===== src/rtl/io_rgt_bscan_seq.sv =====
// Boundary-scan sequencer for the right-bottom IO column chain.
// Serialises a command's write vector into the chain and collects the chain output into rdata.
`timescale 1ns/1ps
module io_rgt_bscan_seq #(
  parameter int unsigned CHAIN_LEN = 39,
  parameter int unsigned CW        = $clog2(CHAIN_LEN)
) (
  input  logic                 tclk,
  input  logic                 reset_b,
  input  logic                 cmd_valid,
  input  logic [1:0]           cmd_op,
  input  logic [CHAIN_LEN-1:0] cmd_wdata,
  output logic                 cmd_ready,
  input  logic                 abort,
  output logic                 done,
  output logic                 aborted,
  output logic [CHAIN_LEN-1:0] rdata,
  output logic                 sdi,
  input  logic                 sdo,
  output logic                 bs_en,
  output logic                 hold,
  output logic                 shift,
  output logic                 update,
  output logic                 hiz_b
);

  localparam logic [1:0] OP_SCAN    = 2'b00;
  localparam logic [1:0] OP_LOAD    = 2'b01;
  localparam logic [1:0] OP_HIZ     = 2'b10;
  localparam logic [1:0] OP_RELEASE = 2'b11;

  typedef enum logic [2:0] {
    S_IDLE    = 3'd0,
    S_CAPTURE = 3'd1,
    S_SHIFT   = 3'd2,
    S_UPDATE  = 3'd3,
    S_DONE    = 3'd4
  } state_t;

  state_t               r_state, w_state_nxt;
  logic [CW-1:0]        r_cnt, w_cnt_nxt;
  logic [CHAIN_LEN-1:0] r_sr, w_sr_nxt;
  logic [CHAIN_LEN-1:0] r_rdata, w_rdata_nxt;
  logic r_ready, w_ready_nxt;
  logic r_done, w_done_nxt;
  logic r_aborted, w_aborted_nxt;
  logic r_sdi, w_sdi_nxt;
  logic r_bs_en, w_bs_en_nxt;
  logic r_hold, w_hold_nxt;
  logic r_shift, w_shift_nxt;
  logic r_update, w_update_nxt;
  logic r_hiz_b, w_hiz_b_nxt;
  logic w_last;

  assign w_last = (r_cnt == CW'(CHAIN_LEN - 1));

  // Next state plus next value of every registered output; sdi is pre-computed so it lines up with shift
  always_comb begin
    w_state_nxt   = r_state;
    w_cnt_nxt     = r_cnt;
    w_sr_nxt      = r_sr;
    w_rdata_nxt   = r_rdata;
    w_bs_en_nxt   = r_bs_en;
    w_hiz_b_nxt   = r_hiz_b;
    w_ready_nxt   = 1'b0;
    w_done_nxt    = 1'b0;
    w_aborted_nxt = 1'b0;
    w_sdi_nxt     = 1'b0;
    w_hold_nxt    = 1'b0;
    w_shift_nxt   = 1'b0;
    w_update_nxt  = 1'b0;
    case (r_state)
      S_IDLE: begin
        w_ready_nxt = 1'b1;
        if (cmd_valid) begin
          w_ready_nxt = 1'b0;
          w_sr_nxt    = cmd_wdata;
          w_cnt_nxt   = '0;
          case (cmd_op)
            OP_SCAN: begin
              w_state_nxt = S_CAPTURE;
              w_bs_en_nxt = 1'b1;
              w_hold_nxt  = 1'b1;
            end
            OP_LOAD: begin
              w_state_nxt = S_SHIFT;
              w_bs_en_nxt = 1'b1;
              w_hold_nxt  = 1'b1;
              w_shift_nxt = 1'b1;
              w_sdi_nxt   = cmd_wdata[0];
            end
            OP_HIZ: begin
              w_state_nxt = S_DONE;
              w_hiz_b_nxt = 1'b0;
              w_done_nxt  = 1'b1;
            end
            OP_RELEASE: begin
              w_state_nxt = S_DONE;
              w_bs_en_nxt = 1'b0;
              w_hiz_b_nxt = 1'b1;
              w_done_nxt  = 1'b1;
            end
            default: ;
          endcase
        end
      end
      S_CAPTURE: begin
        w_state_nxt = S_SHIFT;
        w_hold_nxt  = 1'b1;
        w_shift_nxt = 1'b1;
        w_sdi_nxt   = r_sr[0];
      end
      S_SHIFT: begin
        w_sr_nxt           = {1'b0, r_sr[CHAIN_LEN-1:1]};
        w_rdata_nxt[r_cnt] = sdo;
        if (abort) begin
          w_state_nxt   = S_DONE;
          w_done_nxt    = 1'b1;
          w_aborted_nxt = 1'b1;
        end else if (w_last) begin
          w_state_nxt  = S_UPDATE;
          w_update_nxt = 1'b1;
        end else begin
          w_cnt_nxt   = r_cnt + CW'(1);
          w_hold_nxt  = 1'b1;
          w_shift_nxt = 1'b1;
          w_sdi_nxt   = r_sr[1];
        end
      end
      S_UPDATE: begin
        w_state_nxt = S_DONE;
        w_done_nxt  = 1'b1;
      end
      S_DONE: begin
        w_state_nxt = S_IDLE;
        w_ready_nxt = 1'b1;
      end
      default: begin
        w_state_nxt = S_IDLE;
        w_ready_nxt = 1'b1;
      end
    endcase
  end

  always_ff @(posedge tclk or negedge reset_b) begin
    if (!reset_b) begin
      r_state   <= S_IDLE;
      r_cnt     <= '0;
      r_sr      <= '0;
      r_rdata   <= '0;
      r_ready   <= 1'b1;
      r_done    <= 1'b0;
      r_aborted <= 1'b0;
      r_sdi     <= 1'b0;
      r_bs_en   <= 1'b0;
      r_hold    <= 1'b0;
      r_shift   <= 1'b0;
      r_update  <= 1'b0;
      r_hiz_b   <= 1'b1;
    end else begin
      r_state   <= w_state_nxt;
      r_cnt     <= w_cnt_nxt;
      r_sr      <= w_sr_nxt;
      r_rdata   <= w_rdata_nxt;
      r_ready   <= w_ready_nxt;
      r_done    <= w_done_nxt;
      r_aborted <= w_aborted_nxt;
      r_sdi     <= w_sdi_nxt;
      r_bs_en   <= w_bs_en_nxt;
      r_hold    <= w_hold_nxt;
      r_shift   <= w_shift_nxt;
      r_update  <= w_update_nxt;
      r_hiz_b   <= w_hiz_b_nxt;
    end
  end

  assign cmd_ready = r_ready;
  assign done      = r_done;
  assign aborted   = r_aborted;
  assign rdata     = r_rdata;
  assign sdi       = r_sdi;
  assign bs_en     = r_bs_en;
  assign hold      = r_hold;
  assign shift     = r_shift;
  assign update    = r_update;
  assign hiz_b     = r_hiz_b;

endmodule

===== config.mk =====
export PLATFORM = sky130hd
export DESIGN_NAME = io_rgt_bscan_seq
export DESIGN_NICKNAME = d
export VERILOG_FILES = /design/src/rtl/io_rgt_bscan_seq.sv
export SDC_FILE = /design/constraint.sdc
export NUM_CORES = 1
export LEC_CHECK = 0
export CELL_PAD_IN_SITES_DETAIL_PLACEMENT = 1
export CELL_PAD_IN_SITES_GLOBAL_PLACEMENT = 2
export CORE_ASPECT_RATIO = 2
export CORE_MARGIN = 2
export CORE_UTILIZATION = 33
export CTS_BUF_LIST = sky130_fd_sc_hd__clkbuf_16
export DETAILED_ROUTE_END_ITERATION = 7
export PLACE_DENSITY = 0.9
export SLEW_MARGIN = 30
export SYNTH_ARGS = -nofsm -noshare
export SYNTH_HDL_FRONTEND = slang
export SYNTH_SLANG_ARGS = --single-unit

===== constraint.sdc =====
create_clock -name tclk -period 2.4 [get_ports tclk]
set_clock_uncertainty 0.1 [all_clocks]
set_input_delay 0.48 -clock tclk [delete_from_list [all_inputs] [get_ports tclk]]
set_output_delay 0.48 -clock tclk [all_outputs]
set_load 0.01 [all_outputs]

After elaboration in Yosys (flattened, before gate mapping)
Cells that the tools add are included.

storage, ports and cells
  flip-flop bits (word level) = 96
  bits in latches = 0
  RAM bits = 0
  ROM bits = 0
  logic and storage cells = 80
  memories kept = 0

cells by class
  add/subtract/negate cells = 1
  multipliers = 0
  divide/modulo/power cells = 0
  magnitude comparators = 2
  eq/ne operators = 11
  shift operators = 0
  muxes and demuxes = 39
  bitwise operators = 0
  reduce and logical (&&, ||, !) cells = 14

operator list
  cell                                                                    number
  39-bit case mux with 2 select lines                                     1
  39-bit bitwise mux                                                      1
  39-bit 2-to-1 mux                                                       1
  1-bit 2-to-1 mux                                                        19
  6-bit 2-to-1 mux                                                        3
  1-bit case mux with 3 select lines                                      4
  3-bit case mux with 4 select lines                                      1
  6-bit case mux with 2 select lines                                      1
  3-bit 2-to-1 mux                                                        3
  3-bit case mux with 3 select lines                                      1
  6-bit by 7-bit < comparator with 1-bit output (second input constant)   1
  6-bit by 1-bit adder with 6-bit output (second input constant)          1
  1-bit demux with 6-bit select                                           1
  3-bit by 2-bit == test with 1-bit output (second input constant)        2
  6-bit == test (second input constant)                                   1
  6-bit by 1-bit >= comparator with 1-bit output (second input constant)  1
  2-bit inequality test (second input constant)                           3
  1-bit case mux with 2 select lines                                      3
  3-bit AND reduction                                                     2
  2-bit nonzero test                                                      3
  2-bit == test (second input constant)                                   2
  2-bit AND reduction                                                     2
  4-bit AND reduction                                                     1
  2-bit OR reduction                                                      2
  other kinds (7)                                                         7

Longest topological paths before layout
  depth in word-level cells = 5
  mapped depth = 7

Worst setup path after synthesis
Ideal clock, no wire load.

  path type = register to register
  start point = reg r_cnt[0]
  end point = reg r_cnt[4]
  setup time = 0.077 ns
  arrival time = 1.840 ns
  setup slack = 0.382 ns
  stages on the path, launching flop included = 7
  clock period less this slack = 2.018 ns
  cell sequence = dfrtp_1 -> inv_1 -> ha_1 -> nand3_1 -> o2111ai_2 -> or4_1 -> a21oi_1

on the way
  word-level cells in the longest chain between the ends = 4

RTL lines
  element                                 RTL line  RTL
  start: declaration                      41        logic [CW-1:0] r_cnt, w_cnt_nxt;
  start signal: assignment                162       r_cnt <= w_cnt_nxt;
  6-bit by 1-bit adder with 6-bit output  124       w_cnt_nxt = r_cnt + CW'(1);
  6-bit 2-to-1 mux                        120       end else if (w_last) begin
  6-bit 2-to-1 mux                        116       if (abort) begin
  6-bit case mux with 2 select lines      72        case (r_state)

Parallel ways exist; a longest one is shown, timed or not. The select of a mux whose other input is x is not followed.
A chain may end at the register's enable or synchronous reset.

Worst setup path in the final report
  start point = reg r_state[2]
  end point = reg r_rdata[21], in the netlist rdata[21]

on the way
  word-level cells in the longest chain between the ends = 1

RTL lines
  element                                   RTL line  RTL
  start: declaration                        40        state_t r_state, w_state_nxt;
  start signal: assignment                  161       r_state <= w_state_nxt;
  3-bit by 2-bit == test with 1-bit output  72
  end signal: assignment                    164       r_rdata <= w_rdata_nxt;
  end: declaration                          43        logic [CHAIN_LEN-1:0] r_rdata, w_rdata_nxt;

Every way passes these cells.

==> impl_results.md <==
* Status: complete, no violations
* Avg Inst Size Synth at 11.15 um2
* Die area at roughly 14000 um2
* Height of the die at 168.2 um
* Cell Area, Synth at 4449 um2
* Max Fclk at 479.0 MHz
* DR pass1 iterations at 4
* Fin cells at between 600 and 700
* Routed len/inst at 16.52 um
* Peak supply drop at 390.9 uV
* Syn nets at about 450
* First-pass GRT wire length at 17.92 mm
* Final nets at 544
* Post-place setup slack at around 280 ps
* Mapped Cells at 399
* Vias per inst at roughly 5.1
* DP HPWL at 7.428 mm
* Compound-Gate Fraction of Synth Area at between 7 and 8%
* Main combinational cell family by area after synthesis: multiplexers
* R2R setup slack at approximately 310 ps
* Async S/R FF share, synth at 100.0%
* Power per cell area at approximately 870 nW/um2
* Placed Area at 5623 um2
* CTS root buffer: clkbuf_16
* Post-synth EDFFs at 0
* Synth warnings at 0
* RSZ-0062 raised after global routing: no
* Worst Setup Slack, final at ~310 ps
* Post-synthesis adder-cell area fraction at 0.5624%
* Hold Vio Cnt, Final at 0
* Setup_tns at 0 ps
* CP Data Required Time at 2540 ps
* DRC viols at 0
* Placed instance count at 639
* Tot Pwr at 5.172 mW
* Clock sinks at 96
* Sequential area share after synthesis at 54.05%
* Slew margin rel. at 59.31%
* Antenna Nets Post-Route at 0
* Hold_ws at roughly 380 ps
* Initial antenna violation count at 0
* Critical path peak fanout at 8
* Number of distinct library cells after synthesis at 41
* Placer's final routability congestion estimate at between 0.7 and 0.8
* Area delta synth->final at 33.49%
* Die X at 86.11 um
* Worst Min Path Start: r_sr[35]
* Number of cell rows at 60
* # fillers at 1458
* Starting Density at 33.48%
* CTS tree: built
* Reg2reg path depth at 5
* Reg-to-Reg Start: r_state[2]
* Final wirelength at 10.84 mm
* Vias at ~3300
* Ant diodes at 0
* PortBufs at 93
* Post-synth top flop: dfrtp_1
* Kind of critical path: reg -> reg
* Post-CTS sizing at 0
* Vias in the first global route at between 3000 and 4000
* Clk slew on worst S/H paths at 80 ps
* GRT Util Overall at 15.73%
* Synth Area in XOR/XNOR at 0%
* Postcts setup bufs at 0
* Simple-Gate Fraction of Synth Area at 15.69%
* Number of synthesized register bits at between 90 and 100
* Crit. End Element: flip-flop
* Reg area at 2405 um2
* Hold Path Depth at 2
* Core Util, Final at 44.70%
* Pin count of the biggest net entering global routing at 78
* Worst hold endpoint: r_sr[35]
* P_leak at ~2.4 nW
* Clock Latency Late Sink at around 350 ps
* Mux cell area share after synthesis at 18.67%
* RR Endpoint: rdata[21]
* Finished layout cell area at 5939 um2
* Clk buf depth at 2
* I/O Pins at 94
* CP startpoint kind: flip-flop
* CTS Buf Count at 9
* Proportion of layout cells with a drive suffix above 1 at 14.37%
* Fin crit period at 2088 ps
* Area of the core at 13290 um2
* CP Data Arrival Time at 2220 ps
* Slew Viols, Final at 0
* Top cells by area, synth: dfrtp_1 53%, mux2i_1 8.5%, nand2_1 6.8%, mux2_1 5.3%, o21ai_0 4.9%
* Hold/Removal Path Class: reg -> reg
* CTS H-tree lvls at 3
* Max Cap Viol at 0
* Final setup vio count at 0
* Multi-input logic area at 1904 um2
* Tcrit/Tclk final at 86.98%
* Worst Tran Pin Value at 607.7 ps
* GRT overflow at 0
* Post-synth top area cell: dfrtp_1
* Starting DRT DRC Count at between 100 and 150
* Share of the synthesized area in the top cell type at a little over half
-- synthesized netlist by cell type, types with 3 or more instances --
library cell / count
o21ai_0: 44
nor3_1: 4
buf_2: 13
o31ai_1: 3
or2_2: 3
mux2i_1: 38
nor3b_2: 3
nor2_1: 10
inv_1: 3
nand2_1: 81
dfrtp_1: 94
nand3_1: 7
a21oi_1: 6
mux2_1: 21
mux2_2: 19
nand2b_1: 4
nor4_4: 4
clkbuf_1: 11
-- critical path: stages, from the launching register on --
cell	delay [ps]
dfrtp_1	430
or3b_1	370
buf_4	200
nor4_4	400
nand2_1	130
mux2_1	330
-- worst max-delay path by stage --
stage | end | cells past startpoint | start
global placement | r_cnt[4] | 5 | cmd_valid
global route | rdata[37] | 4 | r_cnt[2]
floorplan | r_cnt[4] | 6 | r_cnt[0]
CTS | rdata[21] | 5 | r_state[2]
detailed placement | r_cnt[4] | 5 | cmd_valid
finish | rdata[21] | 5 | r_state[2]
-- layout by cell type (no fill, tap or decap), drive strengths merged, types with 3 or more instances in the layout --
cell,netlist,final
dfrtp,94,94
clkdlybuf4s50,0,92
nand2,81,81
o21ai,44,44
mux2,40,40
mux2i,38,38
buf,16,20
nor2,10,10
clkbuf,11,9
inv,3,8
nand3,7,7
a21oi,6,6
nor3b,5,5
nor3,5,5
nor4,5,5
nand2b,4,4
or2,3,3
o31ai,3,3
-- per-layer routing --
layer,global-route usage (%),share of wire (%),vias to the layer above
met5,0,0,-
met1,20.44,44,1647
li1,-,-,1579
met2,25.35,49,80
met4,5.590,2.2,0
met3,3.725,4.8,18
-- sequential cells by signal (all words and copies together), names as in the netlist --
signal / flops
aborted: 1
bs_en: 1
cmd_ready: 1
done: 1
hiz_b: 1
hold: 1
r_cnt: 6
r_sr: 39
r_state: 3
rdata: 39
sdi: 1
shift: 1
update: 1
-- cells by family after synthesis --
logic type                 count (synthesis)
AOI/OAI and AO/OA                         60
DFF                                       96
adders and majority gates                  2
muxes                                     78
and+or+nand+nor                          133
buffers and inverters                     30
-- area by class of cell --
type / instances / area share, %
Clock buffer: 9 / 3.792
Inverter: 3 / 0.1896
Sequential cell: 96 / 40.49
Multi-Input combinational cell: 273 / 32.06
Timing Repair Buffer: 113 / 18.83
Clock inverter: 7 / 1.369
Tap cell: 155 / 3.265
-- what timing repair did --
action,in CTS,in global routing
endpoints found under the setup margin,0,0
hold endpoints to repair,9,0
hold buffers,1,0
-- report_power, final --
part	internal, mW	switching [mW]	total, mW	leakage, nW
Clock	0.751	0.721	1.47	0.152
Combinational	0.668	0.706	1.37	1.08
Sequential	2.07	0.250	2.32	1.17
Total	3.49	1.68	5.17	2.40
No activity file was read; power rests on OpenSTA's default activity.
